==> src/rtl/alu_seq.sv <==
// Registered WIDTH-bit ALU with valid/ready on both sides, carry/zero flags and a
// multi-cycle shift-add unsigned multiply (opcode 15).
module alu_seq #(
  parameter int WIDTH = 8,
  parameter int BW    = $clog2(WIDTH)
) (
  input  logic             clk,
  input  logic             reset,
  input  logic             in_valid,
  output logic             in_ready,
  input  logic [3:0]       inst,
  input  logic [BW-1:0]    bit_number,
  input  logic [WIDTH-1:0] a,
  input  logic [WIDTH-1:0] b,
  output logic             out_valid,
  input  logic             out_ready,
  output logic [WIDTH-1:0] ansf,
  output logic             carry,
  output logic             zero
);

  localparam int H = WIDTH / 2;

  typedef enum logic [1:0] {IDLE, MUL, DONE} state_t;

  typedef enum logic [3:0] {
    OP_PASSB = 4'd0,  OP_PASSA = 4'd1,  OP_ADD  = 4'd2,  OP_SUB  = 4'd3,
    OP_AND   = 4'd4,  OP_INC   = 4'd5,  OP_DEC  = 4'd6,  OP_XOR  = 4'd7,
    OP_NOP   = 4'd8,  OP_CLR   = 4'd9,  OP_OR   = 4'd10, OP_SWAP = 4'd11,
    OP_NOT   = 4'd12, OP_BSET  = 4'd13, OP_BCLR = 4'd14, OP_MUL  = 4'd15
  } op_e;

  typedef struct packed {
    logic [WIDTH-1:0] val;
    logic             cy;
  } res_t;

  state_t             state;
  logic [WIDTH-1:0]   ma, mb;
  logic [2*WIDTH-1:0] prod, prod_nxt;
  logic [BW-1:0]      cnt;

  logic [WIDTH:0]     ext;
  logic [WIDTH-1:0]   mask;
  res_t               alu;

  // Single-cycle datapath; NOP falls through with the registered result.
  always_comb begin
    mask = (32'(bit_number) < 32'(WIDTH)) ? (WIDTH'(1) << bit_number) : '0;
    ext  = '0;
    alu  = '{val: ansf, cy: carry};
    case (op_e'(inst))
      OP_PASSB: alu = '{b, 1'b0};
      OP_PASSA: alu = '{a, 1'b0};
      OP_ADD: begin
        ext = {1'b0, a} + {1'b0, b};
        alu = '{ext[WIDTH-1:0], ext[WIDTH]};
      end
      OP_SUB: begin
        ext = {1'b0, b} - {1'b0, a};
        alu = '{ext[WIDTH-1:0], ext[WIDTH]};
      end
      OP_AND:  alu = '{a & b, 1'b0};
      OP_INC: begin
        ext = {1'b0, b} + 1'b1;
        alu = '{ext[WIDTH-1:0], ext[WIDTH]};
      end
      OP_DEC: begin
        ext = {1'b0, b} - 1'b1;
        alu = '{ext[WIDTH-1:0], ext[WIDTH]};
      end
      OP_XOR:  alu = '{a ^ b, 1'b0};
      OP_CLR:  alu = '{'0, 1'b0};
      OP_OR:   alu = '{a | b, 1'b0};
      OP_SWAP: alu = '{(b << H) | (b >> (WIDTH - H)), 1'b0};
      OP_NOT:  alu = '{~b, 1'b0};
      OP_BSET: alu = '{b | mask, 1'b0};
      OP_BCLR: alu = '{b & ~mask, 1'b0};
      default: alu = '{ansf, carry};
    endcase
  end

  // One partial product per MUL cycle, multiplier bit selected by cnt.
  always_comb begin
    prod_nxt = prod;
    if (mb[cnt])
      prod_nxt = prod + ({{WIDTH{1'b0}}, ma} << cnt);
  end

  always_ff @(posedge clk) begin
    if (reset) begin
      state     <= IDLE;
      in_ready  <= 1'b1;
      out_valid <= 1'b0;
      ansf      <= '0;
      carry     <= 1'b0;
      zero      <= 1'b1;
      ma        <= '0;
      mb        <= '0;
      prod      <= '0;
      cnt       <= '0;
    end else begin
      case (state)
        IDLE: begin
          if (in_valid && in_ready) begin
            in_ready <= 1'b0;
            if (op_e'(inst) == OP_MUL) begin
              state <= MUL;
              ma    <= a;
              mb    <= b;
              prod  <= '0;
              cnt   <= '0;
            end else begin
              state     <= DONE;
              out_valid <= 1'b1;
              ansf      <= alu.val;
              carry     <= alu.cy;
              zero      <= (alu.val == '0);
            end
          end
        end
        MUL: begin
          prod <= prod_nxt;
          cnt  <= cnt + 1'b1;
          if (cnt == BW'(WIDTH - 1)) begin
            state     <= DONE;
            out_valid <= 1'b1;
            ansf      <= prod_nxt[WIDTH-1:0];
            carry     <= |prod_nxt[2*WIDTH-1:WIDTH];
            zero      <= (prod_nxt[WIDTH-1:0] == '0);
          end
        end
        DONE: begin
          if (out_ready) begin
            state     <= IDLE;
            out_valid <= 1'b0;
            in_ready  <= 1'b1;
          end
        end
        default: begin
          state     <= IDLE;
          out_valid <= 1'b0;
          in_ready  <= 1'b1;
        end
      endcase
    end
  end

endmodule
==> config.mk <==
export PLATFORM = sky130hd
export DESIGN_NAME = alu_seq
export DESIGN_NICKNAME = d
export VERILOG_FILES = /design/src/rtl/alu_seq.sv
export SDC_FILE = /design/constraint.sdc
export NUM_CORES = 1
export LEC_CHECK = 0
export CORE_MARGIN = 10
export CORE_UTILIZATION = 55
export DETAILED_ROUTE_END_ITERATION = 8
export GPL_TIMING_DRIVEN = 1
export PLACE_DENSITY_LB_ADDON = 0.1
export SYNTH_ARGS = -nofsm -noshare
export SYNTH_HDL_FRONTEND = slang
export SYNTH_SLANG_ARGS = --single-unit
export TNS_END_PERCENT = 1
==> constraint.sdc <==
create_clock -name clk -period 3.25 [get_ports clk]
set_input_delay 0.4875 -clock clk [delete_from_list [all_inputs] [get_ports clk]]
set_output_delay 0.4875 -clock clk [all_outputs]
set_load 0.03 [all_outputs]
After elaboration in Yosys (flattened, before gate mapping). Index checks and enable logic that the tools add are counted. W data, S select, Z words.

Input port bits: 27. Logic and storage cells: 100. Output and inout port bits: 12. Register bits after elaboration: 49.

Reduce and logical (&&, ||, !) cells: 14. Equality and inequality tests: 23. Magnitude comparators: 1. Bitwise operators: 9. Add/sub/neg operators: 6. Shift-type cells: 2. Muxes and demuxes: 35.

Operator list (number): $pmux W9 S14 (1); $mux W16 (3); $pmux W16 S2 (1); $eq A4 B4 Y1 const B (7); $mux W8 (3); $add A16 B16 Y16 (1); $and A8 B8 Y8 (2); $eq A4 B3 Y1 const B (4); $logic_not A8 Y1 (2); $not A8 Y8 (2); $or A8 B8 Y8 (2); $pmux W8 S2 (1); $shl A8 B3 Y16 (1); $ne A15 B1 Y1 const B (1); $mux W1 (13); $reduce_and A3 Y1 (4); $ne A2 B2 Y1 const B (5); $add A8 B1 Y9 const B (1); $add A8 B8 Y9 (1); $sub A8 B1 Y9 const B (1); $sub A8 B8 Y9 (1); $eq A4 B2 Y1 const B (2); $mux W2 (4); $or A8 B4 Y8 (1); 22 further kinds (26).

Longest topological paths before layout. Gate-level depths: netlist (run 1).

Depth in word-level cells: 8. Depth in mapped cells: 15. Depth with buffers taken out: 14.

Least setup slack after synthesis (run 1). Ideal clock, no wire load.

Path type: register to register. From: reg cnt[1]. To: reg carry. Path buffers: 2. Stages on the path, launching flop included: 16. Library setup time: 0.074 ns. Path slack: -0.104 ns. Clock period less this slack: 3.354 ns. Required time: 3.176 ns. Data arrival time: 3.279 ns. Cell sequence: dfxtp_1 > clkbuf_1 > buf_1 > mux2i_1 > nand2_1 > o21ai_0 > o22ai_1 > ha_1 > and3_1 > a22o_1 > o2111a_1 > o31a_1 > o21a_1 > o31ai_1 > nor4_1 > a31oi_1.

Cells in the longest elaborated chain, start to end: 6. Elaborated cells between the ends (all ways): 11. Those cells by class: add/sub: 1; eq/ne: 2; shift: 1; mux: 5; reduce/logical: 2.

RTL lines: from (decl) (line 41) `logic [BW-1:0] cnt;`; from (signal assigned) (line 124) `cnt <= cnt + 1'b1;`; $shl A8 B3 Y16 / $bmux W1 S3 (equally long branches) (line 87, 86); $add A16 B16 Y16 / $mux W1 (equally long branches) (line 87, 86); $mux W16 (line 86) `if (mb[cnt])`; $reduce_or A8 Y1 (line 129) `carry <= |prod_nxt[2*WIDTH-1:WIDTH];`; $mux W1 (line 125) `if (cnt == BW'(WIDTH - 1)) begin`; $pmux W1 S2 (line 103) `case (state)`; to (signal assigned) (line 117) `carry <= alu.cy;`; to (signal assigned) (line 129); to (decl) (line 18) `output logic carry,`.

Several ways; a longest one is shown, not always the timed one. The select of a mux whose other input is x is not followed. A chain may end at the register's enable or synchronous reset.

Worst setup path in the final report (run 1). Ends and elaborated chain as after synthesis.

==> results of run 1 <==
layer usage:
layer	track usage	wire length, microns
met1	0.370	8930
met2	0.416	9040
met3	0.0552	2090
met4	0.0573	497
met5	0	0
registers in the layout, indices dropped and copies added, names as in the netlist:
register	count
carry	1
cnt	3
out_valid	1
in_ready	1
prod	16
state	2
mb	8
ansf	8
zero	1
ma	8
worst max-delay path, delay by kind of cell, from the launching register on:
| kind | cells | cell delay [ns] |
|---|---|---|
| AND/OR/NAND/NOR | 3 | 0.62 |
| flip-flops | 1 | 0.38 |
| adder cells (fa/ha/maj) | 1 | 0.35 |
| buffers and inverters | 2 | 0.28 |
| multiplexers | 1 | 0.25 |
| AO/OA/AOI/OAI | 7 | 1.29 |
through the flow:
stage / instance area (sq um) / cells / utilization / setup TNS [ns] / power [mW]
2_1_floorplan: 5330 / 746 / - / 0 / 0.989
3_3_place_gp: 6310 / 948 / 0.676 / -0.182 / 1.24
3_5_place_dp: 6310 / 948 / 0.676 / -0.522 / 1.25
4_1_cts: 6430 / 956 / 0.690 / 0 / 1.63
5_1_grt: 6580 / 957 / 0.705 / -0.377 / 1.70
6_report: 6580 / 957 / 0.705 / -0.0653 / 1.64
final cells by class:
type / count / area share
inverter: 24 / 0.0137
timing repair buffer: 128 / 0.164
clock inverter: 2 / 0.00209
multi-input combinational: 619 / 0.633
tap: 129 / 0.0245
clock buffer: 6 / 0.0126
sequential: 49 / 0.150
cell usage in the layout, fill, tap and decap left out, types with 17 or more instances in the layout:
cell / count
ha_1: 33
dfxtp_1: 47
nor3_1: 27
buf_4: 87
clkdlybuf4s50_1: 38
nand2_1: 92
a21oi_1: 67
nor2_1: 72
inv_1: 21
a22oi_1: 17
o21ai_0: 27
what timing repair did:
item,in CTS,in global routing
hold buffers,0,0
gates resized for setup,8,30
pin swaps,2,15
buffers inserted,0,1
setup endpoints to repair,1,8
kinds of logic (layout without fill, tap and decap cells):
group                    count (synthesis)  after routing  synth area share
AND/OR/NAND/NOR                        293            293             0.269
AO/OA/AOI/OAI                          249            249             0.313
buffers and inverters                   78            160            0.0636
flip-flops                              49             49             0.184
adder cells (fa/ha/maj)                 38             38            0.0934
multiplexers                            22             22            0.0498
XOR/XNOR                                17             17            0.0279
how the worst max path moves through the flow:
stage               slack (ns)    end    from  cells after the start
CTS                      0.008  carry  cnt[1]                     13
global route             -0.18  carry  cnt[1]                     14
global placement         -0.13  carry    a[0]                     12
detailed placement       -0.24  carry    b[0]                     12
floorplan                0.006  carry  cnt[1]                     15
finish                   -0.07  carry  cnt[1]                     14
where the power goes:
part / internal, mW / total, mW / switching, mW
clock: 0.173 / 0.386 / 0.213
combinational: 0.258 / 0.609 / 0.351
sequential: 0.618 / 0.645 / 0.0261
==> results.json, run 1 <==
{
  "pre_cts_ws_ns": -0.236,
  "cts_root_buf": "clkbuf_8",
  "ioPinCount": 39,
  "cp-end-kind": "flop",
  "seqCellArea_sq_um": 988,
  "synth.top_cell.area_share": 0.184,
  "grt_max_degree": 22,
  "die_h_microns": 118,
  "syn_area_sq_um": 5330,
  "track_usage": 0.267,
  "drive_gt1_frac": 0.171,
  "diodes": 0,
  "viasPerCell": 6.62,
  "slowest_stage": "dfxtp_4",
  "area_growth_pct": 23.4,
  "cts_made_buffers": 5,
  "synth_area_leaders": "dfxtp_1 (18%), ha_1 (8.2%), nand2_1 (6.6%), a21oi_1 (6.4%), nor2_1 (5.1%)",
  "power.leakage_nw": 2.57,
  "vias": 6336,
  "syn-num-nets": 811,
  "rows": 35,
  "dominantRegCellSynth": "dfxtp_1",
  "hold_slack_ns": 0.459,
  "async_flop_share": 0,
  "cts.sinks": 49,
  "core_area_sq_um": 9330,
  "grt_pass1_vias": 5893,
  "syn_area_per_cell_sq_um": 7.14,
  "finalSetupViolations": 1,
  "required_ns": 3.43,
  "critPathLaunchType": "flop",
  "fillCellCount": 784,
  "status": "finished, violations left",
  "hold_viol": 0,
  "timing.final.ws_setup_ns": -0.0653,
  "max_stage_delay_ns": 0.38,
  "crit_path_max_fanout": 4,
  "rsz0062_at_grt": "yes",
  "syn_inst": 746,
  "first_pass_iters": 6,
  "yosysTopAreaCell": "dfxtp_1",
  "start_util": 0.571,
  "finClkSkew_ns": 0.00677,
  "drt.antenna.violating_nets": 0,
  "fp.dieArea_sq_um": 14000,
  "cp.arrival_ns": 3.50,
  "ir_drop_mv": 0.209,
  "finalCriticalPeriod_ns": 3.32,
  "drtIter0Drc": 1055,
  "holdCritPathClass": "reg -> reg",
  "cpMostUsedCell": "buf_6",
  "yosys-top-cells-count": "nand2_1 (93), nor2_1 (73), a21oi_1 (68)",
  "r2r_cells": 14,
  "holdPathEnd": "mb[3]",
  "synth-edff-count": 0,
  "violations": "negative setup slack",
  "fmax_mhz": 302,
  "rr_startpoint": "cnt[1]",
  "antenna_found_initial": 0,
  "grt_pass1_wl_microns": 31300,
  "synth-seq-area-share": 0.184,
  "power_density_nw_per_um2": 249,
  "cts_max_level": 2,
  "period_share": 1.02,
  "cts_tree": "yes",
  "cts.reportedPaths.clkPinSlew_ns": 0.09,
  "overflow": 0,
  "ys_ff_latch": 49,
  "drc": 0,
  "regToRegSetupSlack_ns": -0.07,
  "path_class": "reg -> reg",
  "fin_nets": 892,
  "tightest_slew_ns": 0.632,
  "multiInputGateArea_sq_um": 4160,
  "ys_types": 80,
  "path_cells": "buf_6 -> mux2i_4 -> nand2_2 -> o21ai_4 -> o22ai_2 -> ha_1 -> buf_6 -> a22o_4 -> o2111a_1 -> o31a_1 -> nor3_2 -> o31ai_2 -> nor4_2 -> a31oi_1",
  "synth_most_common_cell": "nand2_1",
  "min_path_cells": 2,
  "port_buffers": 38,
  "routed_wl_microns": 20600,
  "clkLatencyLatePin_ns": 0.31,
  "wl_per_cell_microns": 21.5,
  "place.gp.congestion": 1.01,
  "cts_buffer_depth": 2,
  "r2r-end": "carry",
  "maxSlewHeadroom": 0.578,
  "yosysWarningCount": 0,
  "dp_hpwl_microns": 15600,
  "min-delay-start": "mb[3]",
  "maxSlewViolCount": 0,
  "maxCapViolations": 0,
  "die_width_microns": 118
}
No activity file was read; power rests on OpenSTA's default activity.
==> inputs of run 2 (changes only) <==
- CORE_ASPECT_RATIO: not set -> 0.6
- clock period: 3.25 -> 2.9 ns (I/O delays scaled with it)
==> results.json, run 2 (synthesis results as in run 1) <==
{
  "status": "finished, violations left",
  "violations": "design-rule violations, negative setup slack",
  "finClkSkew_ns": 0.00683,
  "wl_per_cell_microns": 25.6,
  "fin_nets": 981,
  "slowest_stage": "dfxtp_4",
  "cp_num_cells": 15,
  "path_class": "reg -> reg",
  "cp-end-kind": "flop",
  "drtIter0Drc": 1608,
  "cts.reportedPaths.clkPinSlew_ns": 0.07,
  "tns_ns": -3.15,
  "cp_top_family": "compound AO/OA/AOI/OAI gates",
  "fp.dieArea_sq_um": 14200,
  "vias": 7605,
  "r2r-end": "prod[15]",
  "startpoint": "cnt[1]",
  "cts-hold-fix-buffers": 0,
  "tightest_slew_ns": 0.915,
  "max_stage_delay_ns": 0.42,
  "r2r_cells": 15,
  "ioPinCount": 39,
  "die_width_microns": 147,
  "required_ns": 3.06,
  "hold_viol": 0,
  "ir_drop_mv": 0.292,
  "track_usage": 0.337,
  "overflow": 0,
  "largest_reg_flops": 16,
  "power.leakage_nw": 3.07,
  "clkLatencyLatePin_ns": 0.30,
  "grt_pass1_vias": 6835,
  "area_growth_pct": 42.3,
  "place.gp.congestion": 1.08,
  "routed_wl_microns": 26800,
  "cts_max_level": 2,
  "start_util": 0.574,
  "crit_buf_inv": 2,
  "finalCriticalPeriod_ns": 3.35,
  "dp_hpwl_microns": 18600,
  "cts_buffer_depth": 2,
  "fmax_mhz": 298,
  "antenna_found_initial": 1,
  "path_cells": "buf_6 -> mux2i_2 -> nand2_1 -> nand2_2 -> o22ai_1 -> ha_1 -> o21a_1 -> o21a_4 -> o2111a_2 -> o31a_1 -> buf_4 -> nor4_4 -> a31oi_4 -> a32oi_1 -> nor2_1",
  "timing.final.ws_setup_ns": -0.455,
  "grt_max_degree": 26,
  "drt.antenna.violating_nets": 0,
  "cts.sinks": 49,
  "largest_register": "prod",
  "endpoint": "prod[15]",
  "holdCritPathClass": "reg -> reg",
  "drive_gt1_frac": 0.289,
  "cts_made_buffers": 5,
  "power_density_nw_per_um2": 286,
  "maxCapViolations": 0,
  "fillCellCount": 572,
  "drc": 16,
  "rsz0062_at_grt": "yes",
  "port_buffers": 38,
  "cp.arrival_ns": 3.51,
  "grt_pass1_wl_microns": 37900,
  "viasPerCell": 7.26,
  "critPathLaunchType": "flop",
  "finalSetupViolations": 14,
  "cts_root_buf": "clkbuf_16",
  "mostFrequentLayoutCell": "buf_4",
  "core_area_sq_um": 9290,
  "maxSlewViolCount": 0,
  "rows": 27,
  "fin_cells": 1048,
  "dpl.cell_count": 1021,
  "regToRegSetupSlack_ns": -0.45,
  "hold_slack_ns": 0.483,
  "maxSlewHeadroom": 0.388,
  "die_h_microns": 96.2,
  "cts_tree": "yes",
  "first_pass_iters": 9,
  "final_cell_mix": "buf_4 (169), nand2_1 (92), nor2_1 (71)",
  "period_share": 1.16,
  "rr_startpoint": "cnt[1]",
  "crit_path_max_fanout": 6
}
[run 2: power breakdown]
part           total, mW  leakage, nW  internal (mW)  switching [mW]
sequential         0.720        0.399          0.694          0.0259
clock              0.612       0.0641          0.322           0.290
combinational      0.837         2.60          0.357           0.479
total               2.17         3.07           1.37           0.795
[run 2: how the worst min path moves through the flow]
stage | startpoint | cells past startpoint | endpoint
2_1_floorplan | mb[2] | 2 | mb[2]
3_3_place_gp | mb[0] | 2 | mb[0]
3_5_place_dp | mb[1] | 2 | mb[1]
4_1_cts | mb[1] | 2 | mb[1]
5_1_grt | mb[0] | 2 | mb[0]
6_report | mb[0] | 2 | mb[0]
[run 2: per-stage QoR]
stage               setup slack (ns)  power (mW)   util  instance area [sq um]
CTS                           -0.309        2.08  0.785                   7290
detailed placement            -0.603        1.49  0.746                   6930
floorplan                    -0.0585        1.11      -                   5380
finish                        -0.455        2.17  0.816                   7580
global route                  -0.569        2.21  0.816                   7580
global placement              -0.500        1.47  0.746                   6930
[run 2: area by class of cell]
class	instances	area [sq um]	share of cell area
Antenna cell	1	2.50	0.000330
Clock buffer	7	133	0.0175
Clock inverter	1	7.51	0.000990
Inverter	24	90.1	0.0119
Multi-Input combinational cell	619	4400	0.580
Sequential cell	49	987	0.130
Tap cell	130	163	0.0215
Timing Repair Buffer	217	1800	0.238
[run 2: metal layers]
metal | vias to the layer above | wire length [microns] | GRT usage
li1 | 3117 | - | -
met4 | 3 | 1610 | 0.0936
met5 | - | 59 | 0
met3 | 241 | 5020 | 0.161
met1 | 3434 | 9990 | 0.443
met2 | 810 | 10200 | 0.482
[run 2: timing repair]
item                       in CTS  in global routing
buffers inserted               11                  7
setup endpoints to repair      14                 17
pin swaps                      15                 41
gates resized for setup        37                 48
[run 2: worst min-delay path, stage by stage, from the launching register on]
cell and delay [ns]:
dfxtp_1 0.32, nand2_1 0.06, a21oi_1 0.06
